--- config.mk ---
export PLATFORM = sky130hd
export DESIGN_NAME = id_stage_pipe
export DESIGN_NICKNAME = d
export VERILOG_FILES = /design/src/rtl/cpu_pkg.sv /design/src/rtl/id_stage_pipe_regfile.sv /design/src/rtl/id_stage_pipe.sv
export SDC_FILE = /design/constraint.sdc
export NUM_CORES = 2
export LEC_CHECK = 0
export CAP_MARGIN = 0
export CORE_AREA = 5 5 462 464
export CTS_CLUSTER_DIAMETER = 200
export CTS_CLUSTER_SIZE = 30
export DETAILED_ROUTE_END_ITERATION = 10
export DIE_AREA = 0 0 467 469
export PLACE_DENSITY = 0.43
export SETUP_SLACK_MARGIN = 0.5
export SYNTH_ARGS = -nofsm -noshare
export SYNTH_HDL_FRONTEND = slang
export SYNTH_SLANG_ARGS = --single-unit
--- constraint.sdc ---
create_clock -name clk -period 2.4 [get_ports clk]
set_input_delay 0.6 -clock clk [delete_from_list [all_inputs] [get_ports clk]]
set_output_delay 0.6 -clock clk [all_outputs]
set_load 0.005 [all_outputs]
--- src/rtl/cpu_pkg.sv ---
// Shared opcode/funct encodings and immediate-extension modes for the MIPS pipeline.
package cpu_pkg;

    localparam logic [5:0] OP_SPECIAL = 6'h00;
    localparam logic [5:0] OP_J       = 6'h02;
    localparam logic [5:0] OP_JAL     = 6'h03;
    localparam logic [5:0] OP_BEQ     = 6'h04;
    localparam logic [5:0] OP_BNE     = 6'h05;
    localparam logic [5:0] OP_BGTZ    = 6'h07;
    localparam logic [5:0] OP_ADDI    = 6'h08;
    localparam logic [5:0] OP_ADDIU   = 6'h09;
    localparam logic [5:0] OP_ANDI    = 6'h0C;
    localparam logic [5:0] OP_ORI     = 6'h0D;
    localparam logic [5:0] OP_XORI    = 6'h0E;
    localparam logic [5:0] OP_LUI     = 6'h0F;
    localparam logic [5:0] OP_LB      = 6'h20;
    localparam logic [5:0] OP_LW      = 6'h23;
    localparam logic [5:0] OP_SB      = 6'h28;
    localparam logic [5:0] OP_SW      = 6'h2B;

    localparam logic [5:0] FN_SLL  = 6'h00;
    localparam logic [5:0] FN_SRL  = 6'h02;
    localparam logic [5:0] FN_JR   = 6'h08;
    localparam logic [5:0] FN_ADD  = 6'h20;
    localparam logic [5:0] FN_ADDU = 6'h21;
    localparam logic [5:0] FN_SUB  = 6'h22;
    localparam logic [5:0] FN_AND  = 6'h24;
    localparam logic [5:0] FN_OR   = 6'h25;
    localparam logic [5:0] FN_XOR  = 6'h26;
    localparam logic [5:0] FN_SLT  = 6'h2A;

    typedef enum logic [1:0] {
        EXT_SIGN  = 2'd0,
        EXT_ZERO  = 2'd1,
        EXT_UPPER = 2'd2
    } ext_mode_t;

    // Extension mode used by an opcode's 16-bit immediate field.
    function automatic ext_mode_t ext_for_op(input logic [5:0] op);
        case (op)
            OP_ANDI, OP_ORI, OP_XORI: return EXT_ZERO;
            OP_LUI:                   return EXT_UPPER;
            default:                  return EXT_SIGN;
        endcase
    endfunction

endpackage

--- src/rtl/id_stage_pipe_regfile.sv ---
// Architectural register file: two read ports with write-through bypass, one write port, r0 fixed at 0.
module regfile #(
    parameter int DATA_W     = 32,
    parameter int REG_ADDR_W = 5
) (
    input  logic                  clk,
    input  logic                  rst_n,
    input  logic                  we,
    input  logic [REG_ADDR_W-1:0] waddr,
    input  logic [DATA_W-1:0]     wdata,
    input  logic [REG_ADDR_W-1:0] raddr_a,
    input  logic [REG_ADDR_W-1:0] raddr_b,
    output logic [DATA_W-1:0]     rdata_a,
    output logic [DATA_W-1:0]     rdata_b
);

    localparam int unsigned DEPTH = 1 << REG_ADDR_W;

    logic [DATA_W-1:0] regs [DEPTH];
    logic              wr_en;

    assign wr_en = we && (waddr != '0);

    // Storage update; r0 is never written so it stays at its reset value of 0.
    always_ff @(posedge clk or negedge rst_n) begin
        if (!rst_n) begin
            for (int unsigned i = 0; i < DEPTH; i++) begin
                regs[i] <= '0;
            end
        end else if (wr_en) begin
            regs[waddr] <= wdata;
        end
    end

    // Read ports forward a same-cycle write so ID sees the value WB is retiring.
    always_comb begin
        rdata_a = regs[raddr_a];
        rdata_b = regs[raddr_b];
        if (wr_en && (raddr_a == waddr)) rdata_a = wdata;
        if (wr_en && (raddr_b == waddr)) rdata_b = wdata;
    end

endmodule

--- src/rtl/id_stage_pipe.sv ---
// Decode stage: register file, instruction decode, immediate extension, load-use hazard and ID/EX register.
module id_stage_pipe
    import cpu_pkg::*;
#(
    parameter int DATA_W     = 32,
    parameter int REG_ADDR_W = 5,
    parameter int LINK_REG   = 31
) (
    input  logic                  clk,
    input  logic                  rst_n,
    input  logic                  in_valid,
    input  logic [31:0]           ins,
    input  logic [DATA_W-1:0]     npc_i,
    input  logic                  flush,
    input  logic                  reg_write,
    input  logic [REG_ADDR_W-1:0] write_reg,
    input  logic [DATA_W-1:0]     write_data,
    output logic                  id_stall,
    output logic                  out_valid,
    output logic                  if_reg_write,
    output logic                  if_mem_read,
    output logic                  if_mem_write,
    output logic [5:0]            op,
    output logic [5:0]            func,
    output logic [DATA_W-1:0]     data_a,
    output logic [DATA_W-1:0]     data_b,
    output logic [REG_ADDR_W-1:0] data_write_reg,
    output logic [DATA_W-1:0]     imm,
    output logic [25:0]           jpc,
    output logic [DATA_W-1:0]     npc_o
);

    logic [5:0]            dec_op;
    logic [REG_ADDR_W-1:0] rs, rt, rd;
    logic [DATA_W-1:0]     rf_a, rf_b;

    logic                  d_wr, d_rd_mem, d_wr_mem;
    logic                  d_use_rs, d_use_rt, d_has_imm, d_is_jump, d_is_rtype;
    logic [REG_ADDR_W-1:0] d_dst;
    logic [DATA_W-1:0]     d_imm;
    logic                  hit_rs, hit_rt;

    assign dec_op = ins[31:26];
    assign rs     = REG_ADDR_W'(ins[25:21]);
    assign rt     = REG_ADDR_W'(ins[20:16]);
    assign rd     = REG_ADDR_W'(ins[15:11]);

    regfile #(
        .DATA_W     (DATA_W),
        .REG_ADDR_W (REG_ADDR_W)
    ) u_regfile (
        .clk     (clk),
        .rst_n   (rst_n),
        .we      (reg_write),
        .waddr   (write_reg),
        .wdata   (write_data),
        .raddr_a (rs),
        .raddr_b (rt),
        .rdata_a (rf_a),
        .rdata_b (rf_b)
    );

    // Opcode decode into enables, destination and source usage; unknown opcodes become NOPs.
    always_comb begin
        d_wr       = 1'b0;
        d_rd_mem   = 1'b0;
        d_wr_mem   = 1'b0;
        d_dst      = '0;
        d_use_rs   = 1'b1;
        d_use_rt   = 1'b0;
        d_has_imm  = 1'b0;
        d_is_jump  = 1'b0;
        d_is_rtype = 1'b0;
        case (dec_op)
            OP_SPECIAL: begin
                d_wr       = 1'b1;
                d_dst      = rd;
                d_use_rt   = 1'b1;
                d_is_rtype = 1'b1;
            end
            OP_ADDI, OP_ADDIU, OP_ANDI, OP_ORI, OP_XORI, OP_LUI: begin
                d_wr      = 1'b1;
                d_dst     = rt;
                d_has_imm = 1'b1;
            end
            OP_LW, OP_LB: begin
                d_wr      = 1'b1;
                d_rd_mem  = 1'b1;
                d_dst     = rt;
                d_has_imm = 1'b1;
            end
            OP_SW, OP_SB: begin
                d_wr_mem  = 1'b1;
                d_use_rt  = 1'b1;
                d_has_imm = 1'b1;
            end
            OP_BEQ, OP_BNE: begin
                d_use_rt  = 1'b1;
                d_has_imm = 1'b1;
            end
            OP_BGTZ: begin
                d_has_imm = 1'b1;
            end
            OP_J: begin
                d_use_rs  = 1'b0;
                d_is_jump = 1'b1;
            end
            OP_JAL: begin
                d_wr      = 1'b1;
                d_dst     = REG_ADDR_W'(LINK_REG);
                d_use_rs  = 1'b0;
                d_is_jump = 1'b1;
            end
            default: ;
        endcase
    end

    // Immediate extension; formats without an immediate pass 0.
    always_comb begin
        d_imm = '0;
        if (d_has_imm) begin
            case (ext_for_op(dec_op))
                EXT_ZERO:  d_imm = DATA_W'(ins[15:0]);
                EXT_UPPER: d_imm = DATA_W'({ins[15:0], 16'h0000});
                default:   d_imm = DATA_W'($signed(ins[15:0]));
            endcase
        end
    end

    // Load in the EX slot whose destination feeds a source actually read by the ID instruction.
    assign hit_rs   = d_use_rs && (rs == data_write_reg);
    assign hit_rt   = d_use_rt && (rt == data_write_reg);
    assign id_stall = in_valid && !flush && out_valid && if_mem_read &&
                      (data_write_reg != '0) && (hit_rs || hit_rt);

    // ID/EX pipeline register: flush, stall and empty input all load a zeroed bubble.
    always_ff @(posedge clk or negedge rst_n) begin
        if (!rst_n) begin
            out_valid      <= 1'b0;
            if_reg_write   <= 1'b0;
            if_mem_read    <= 1'b0;
            if_mem_write   <= 1'b0;
            op             <= '0;
            func           <= '0;
            data_a         <= '0;
            data_b         <= '0;
            data_write_reg <= '0;
            imm            <= '0;
            jpc            <= '0;
            npc_o          <= '0;
        end else if (flush || id_stall || !in_valid) begin
            out_valid      <= 1'b0;
            if_reg_write   <= 1'b0;
            if_mem_read    <= 1'b0;
            if_mem_write   <= 1'b0;
            op             <= '0;
            func           <= '0;
            data_a         <= '0;
            data_b         <= '0;
            data_write_reg <= '0;
            imm            <= '0;
            jpc            <= '0;
            npc_o          <= '0;
        end else begin
            out_valid      <= 1'b1;
            if_reg_write   <= d_wr;
            if_mem_read    <= d_rd_mem;
            if_mem_write   <= d_wr_mem;
            op             <= dec_op;
            func           <= d_is_rtype ? ins[5:0] : 6'd0;
            data_a         <= d_use_rs ? rf_a : '0;
            data_b         <= d_use_rt ? rf_b : '0;
            data_write_reg <= d_dst;
            imm            <= d_imm;
            jpc            <= d_is_jump ? ins[25:0] : 26'd0;
            npc_o          <= npc_i;
        end
    end

endmodule

==> key figures <==
Outcome
  • Result of the run: finished with violations
  • Failing checks: negative setup slack

Timing
  • Max Fclk: 0.358 GHz
  • Pins over their slew limit: 0
  • Setup Viol. Count Final: 176
  • Post-route setup slack: -0.390 ns
  • Final hold vios: 0
  • Worst hold slack across all endpoints: 0.317 ns
  • Clk_skew: ~0.025 ns
  • Worst-Margin Slew: 0.661 ns
  • Crit path time final: 2.79 ns
  • Final period util: 116%
  • Slew HR: between 50% and 60%
  • Setup repair after global routing missed its margin: yes

Floorplan
  • Number of rows created at floorplan: 168
  • Core box area: 209,000 µm²
  • Die Wd: 467 µm
  • Effective utilization at floorplan: 29.8%
  • DIE AREA: about 220,000 µm²
  • Die Ht: roughly 470 µm
  • Num ports: 282

Global route
  • GRT overflow: 0
  • Total Routing Usage GR: 22.3%
  • First-pass GRT wire length: approximately 350,000 µm
  • Maximum number of pins on one net before global-route repair: 83
  • Initial antenna violation count: 11
  • Via count of the first global-routing pass: 43,800

Clock network
  • H-Tree Depth: 2
  • Maximum count of clock buffers along a single path: 3
  • Clk pin slew, worst setup/hold paths: 0.14 ns
  • Clk sinks: ~1,200
  • Root Buffer Master: sky130_fd_sc_hd__clkbuf_16
  • Number of CTS-inserted buffers: 45
  • Later-pin clock latency in the skew report: a little over 0.7 ns
  • TritonCTS clock tree: built

Synthesis
  • YS warnings: 0
  • Largest cells by area after synthesis: sky130_fd_sc_hd__dfrtp_1 48%, sky130_fd_sc_hd__mux2_2 18%, sky130_fd_sc_hd__mux4_2 11%
  • Portion of the post-synthesis area used by sequential elements: 48.2%
  • Number of enable-type register cells in the synthesized netlist: 0
  • Syn_nets: 4,487
  • Count of different cell masters after synthesis: 80
  • Dominant cell type by area after synthesis: sky130_fd_sc_hd__dfrtp_1
  • Asr flop ratio synth: 100%
  • Syn avg cell area: 14.2 µm²
  • Synth Cell Area: between 60,000 and 70,000 µm²
  • Synth Flop Type: sky130_fd_sc_hd__dfrtp_1
  • Post-synthesis instance total: around 4,400
  • Top cell type's share of synthesized area: 48.2%
  • Flip-flop and latch count after synthesis: 1,199

Critical path
  • Kind of launch point of the worst setup path: flop
  • Endpoint arrival time on the critical path: roughly 3.4 ns
  • Reg2Reg Depth: 15
  • Critical setup path kind: reg2reg
  • Max FO, Critical Path: 19
  • Critical path capture point type: flop
  • Data required time of the worst path: between 3 and 4 ns

Cells and area
  • Count of filler cells inserted in the layout: about 20,000
  • Synthesis-to-layout area growth: 23.0%
  • Largest register FFs: about 1,000
  • Proportion of layout cells with a drive suffix above 1: 49.7%
  • Most flops, register: u_regfile.regs
  • Cell Count, Final, Fillers Out: 7,750
  • Number of nets in the layout: 5,046

Min path
  • Worst Hold Class: in2reg
  • Worst Hold Depth: 2

Pwr
  • Power per cell area: ~640 nW/µm²
  • Maximum ir drop on the vdd rail: 0.508 mV
  • P_leak: roughly 35 nW

Placement
  • Cells after DPL: 7,636
  • Final weighted congestion in routability-driven placement: 0.808
  • Detail Placement HPWL: around 170,000 µm
  • # port buffers: 281

Routing
  • Antenna violation net count after detailed routing: 0
  • Total via count in the routed design: 42,200
  • Final routed wirelength across all metal layers: around 250,000 µm
  • Initial DRT Pass Iterations: 5
  • DRT iter0 DRCs: 2,891
  • # DRC: 0
  • Detail-routed via count per cell: ~5.4
  • Routed wire per std cell: about 33 µm

Run
  • Number of maximum-capacitance constraint violations: 0
## layer usage
layer | global-route usage, % | vias to the layer above | part of all wire (%) | wire length (µm)
met5 | 0 | - | 0 | 0
met4 | 4.53 | 0 | 2.3 | 5900
met3 | 1.64 | 218 | 3.1 | 7710
met2 | 38.6 | 893 | 50 | 126000
met1 | 30.8 | 23400 | 45 | 113000
li1 | - | 17800 | - | -
## kinds of logic after synthesis
family / share of synthesized area, %
buffers and inverters: 4.50
DFF: 48.2
AOI/OAI and AO/OA: 6.35
adders and majority gates: 0.0402
xor gates and xnor gates: 0.281
muxes: 37.2
and+or+nand+nor: 3.50
## cells in the mapped netlist, types with 10 or more instances
cell / instances
sky130_fd_sc_hd__o2bb2ai_1: 31
sky130_fd_sc_hd__clkbuf_1: 213
sky130_fd_sc_hd__xnor2_1: 13
sky130_fd_sc_hd__nand2b_1: 16
sky130_fd_sc_hd__a221oi_1: 101
sky130_fd_sc_hd__buf_12: 10
sky130_fd_sc_hd__o21a_1: 27
sky130_fd_sc_hd__mux2_2: 999
sky130_fd_sc_hd__a21oi_1: 100
sky130_fd_sc_hd__nor4_1: 11
sky130_fd_sc_hd__mux4_2: 308
sky130_fd_sc_hd__buf_2: 99
sky130_fd_sc_hd__nor2_1: 107
sky130_fd_sc_hd__buf_4: 35
sky130_fd_sc_hd__mux2i_1: 326
sky130_fd_sc_hd__buf_1: 66
sky130_fd_sc_hd__mux4_1: 59
sky130_fd_sc_hd__clkbuf_8: 20
sky130_fd_sc_hd__o211ai_1: 11
sky130_fd_sc_hd__nand2_1: 89
sky130_fd_sc_hd__and2_1: 54
sky130_fd_sc_hd__a211oi_1: 30
sky130_fd_sc_hd__buf_8: 11
sky130_fd_sc_hd__dfrtp_1: 1199
sky130_fd_sc_hd__a22oi_1: 32
sky130_fd_sc_hd__a221o_1: 52
sky130_fd_sc_hd__nand3_1: 21
sky130_fd_sc_hd__nor3_1: 53
sky130_fd_sc_hd__a31oi_1: 10
sky130_fd_sc_hd__o21ai_0: 64
sky130_fd_sc_hd__and3_1: 38
sky130_fd_sc_hd__buf_6: 26
## cell type report
cell class                      instances  area [µm²]  share of cell area [%]
Clock buffer                           48        1180                    1.54
Timing Repair Buffer                  995       10900                    14.2
Timing Repair inverter                  1        11.3                  0.0147
Clock inverter                          1        8.76                  0.0114
Tap cell                             2805        3510                    4.58
Inverter                               11        58.8                  0.0768
Antenna cell                            5        12.5                  0.0163
Multi-Input combinational cell       2685       30900                    40.3
Sequential cell                      1199       30000                    39.2
## power by group
| group | total, W | internal [W] | switching [W] |
|---|---|---|---|
| Combinational | 0.0125 | 0.00722 | 0.00529 |
| Sequential | 0.0261 | 0.0236 | 0.00252 |
| Clock | 0.0104 | 0.00357 | 0.00684 |
| Total | 0.0490 | 0.0344 | 0.0146 |
## critical path, stage by stage, from the launching register on
cell,delay (ns)
sky130_fd_sc_hd__dfrtp_2,0.47
sky130_fd_sc_hd__or4_4,0.51
sky130_fd_sc_hd__o2111ai_4,0.24
sky130_fd_sc_hd__buf_6,0.13
sky130_fd_sc_hd__buf_6,0.08
sky130_fd_sc_hd__buf_6,0.08
sky130_fd_sc_hd__buf_6,0.08
sky130_fd_sc_hd__buf_6,0.08
sky130_fd_sc_hd__buf_6,0.08
sky130_fd_sc_hd__nand2_4,0.06
sky130_fd_sc_hd__inv_4,0.07
sky130_fd_sc_hd__buf_6,0.10
sky130_fd_sc_hd__buf_4,0.12
sky130_fd_sc_hd__o21ai_4,0.08
sky130_fd_sc_hd__buf_12,0.18
sky130_fd_sc_hd__o2bb2ai_2,0.21
## cells in the final DEF, fill, tap and decap left out, types with 37 or more instances in the layout
master and count:
sky130_fd_sc_hd__mux2_2 943, sky130_fd_sc_hd__nand2_1 72, sky130_fd_sc_hd__mux4_2 337, sky130_fd_sc_hd__mux2i_1 325, sky130_fd_sc_hd__buf_2 38, sky130_fd_sc_hd__and3_1 37, sky130_fd_sc_hd__clkdlybuf4s50_1 88, sky130_fd_sc_hd__a21oi_1 93
sky130_fd_sc_hd__nor2_1 80, sky130_fd_sc_hd__buf_4 461, sky130_fd_sc_hd__o21ai_0 48, sky130_fd_sc_hd__a221oi_1 86, sky130_fd_sc_hd__buf_6 63, sky130_fd_sc_hd__dlymetal6s2s_1 68, sky130_fd_sc_hd__clkbuf_2 50, sky130_fd_sc_hd__clkbuf_16 57
sky130_fd_sc_hd__mux2_4 65, sky130_fd_sc_hd__buf_12 200, sky130_fd_sc_hd__a221o_1 52, sky130_fd_sc_hd__dfrtp_1 1189
## timing repair
item,CTS,global route
cloned,3,13
hold buffers,1,0
endpoints found under the setup margin,1077,1295
pin swaps,6,28
setup buffers,17,26
gates resized for setup,353,315
endpoints found under the hold margin,33,0
## worst paths after layout
path,startpoint,end,slack (ns)
max,data_write_reg[3],data_a[14],-0.39
min,ins[29],op[3],0.32
max reg2reg,data_write_reg[3],data_a[14],-0.39
min reg2reg,u_regfile.regs[1006],u_regfile.regs[1006],0.41
max in group asynchronous,rst_n,data_b[1],1.00
min in group asynchronous,rst_n,u_regfile.regs[251],0.44
## metrics by stage
stage          TNS [ns]  total power, W  worst slack (ns)  utilization [%]  area [µm²]
6_report         -45.08          0.0490            -0.390             36.7       76600
2_1_floorplan         0          0.0339             0.100                -       63400
4_1_cts          -34.42          0.0493            -0.391             36.2       75500
3_3_place_gp    -442.36          0.0385            -0.733             35.4       73900
5_1_grt          -54.28          0.0513            -0.427             36.7       76600
3_5_place_dp    -434.51          0.0387            -0.682             35.4       73900
No activity file was read; power rests on OpenSTA's default activity.
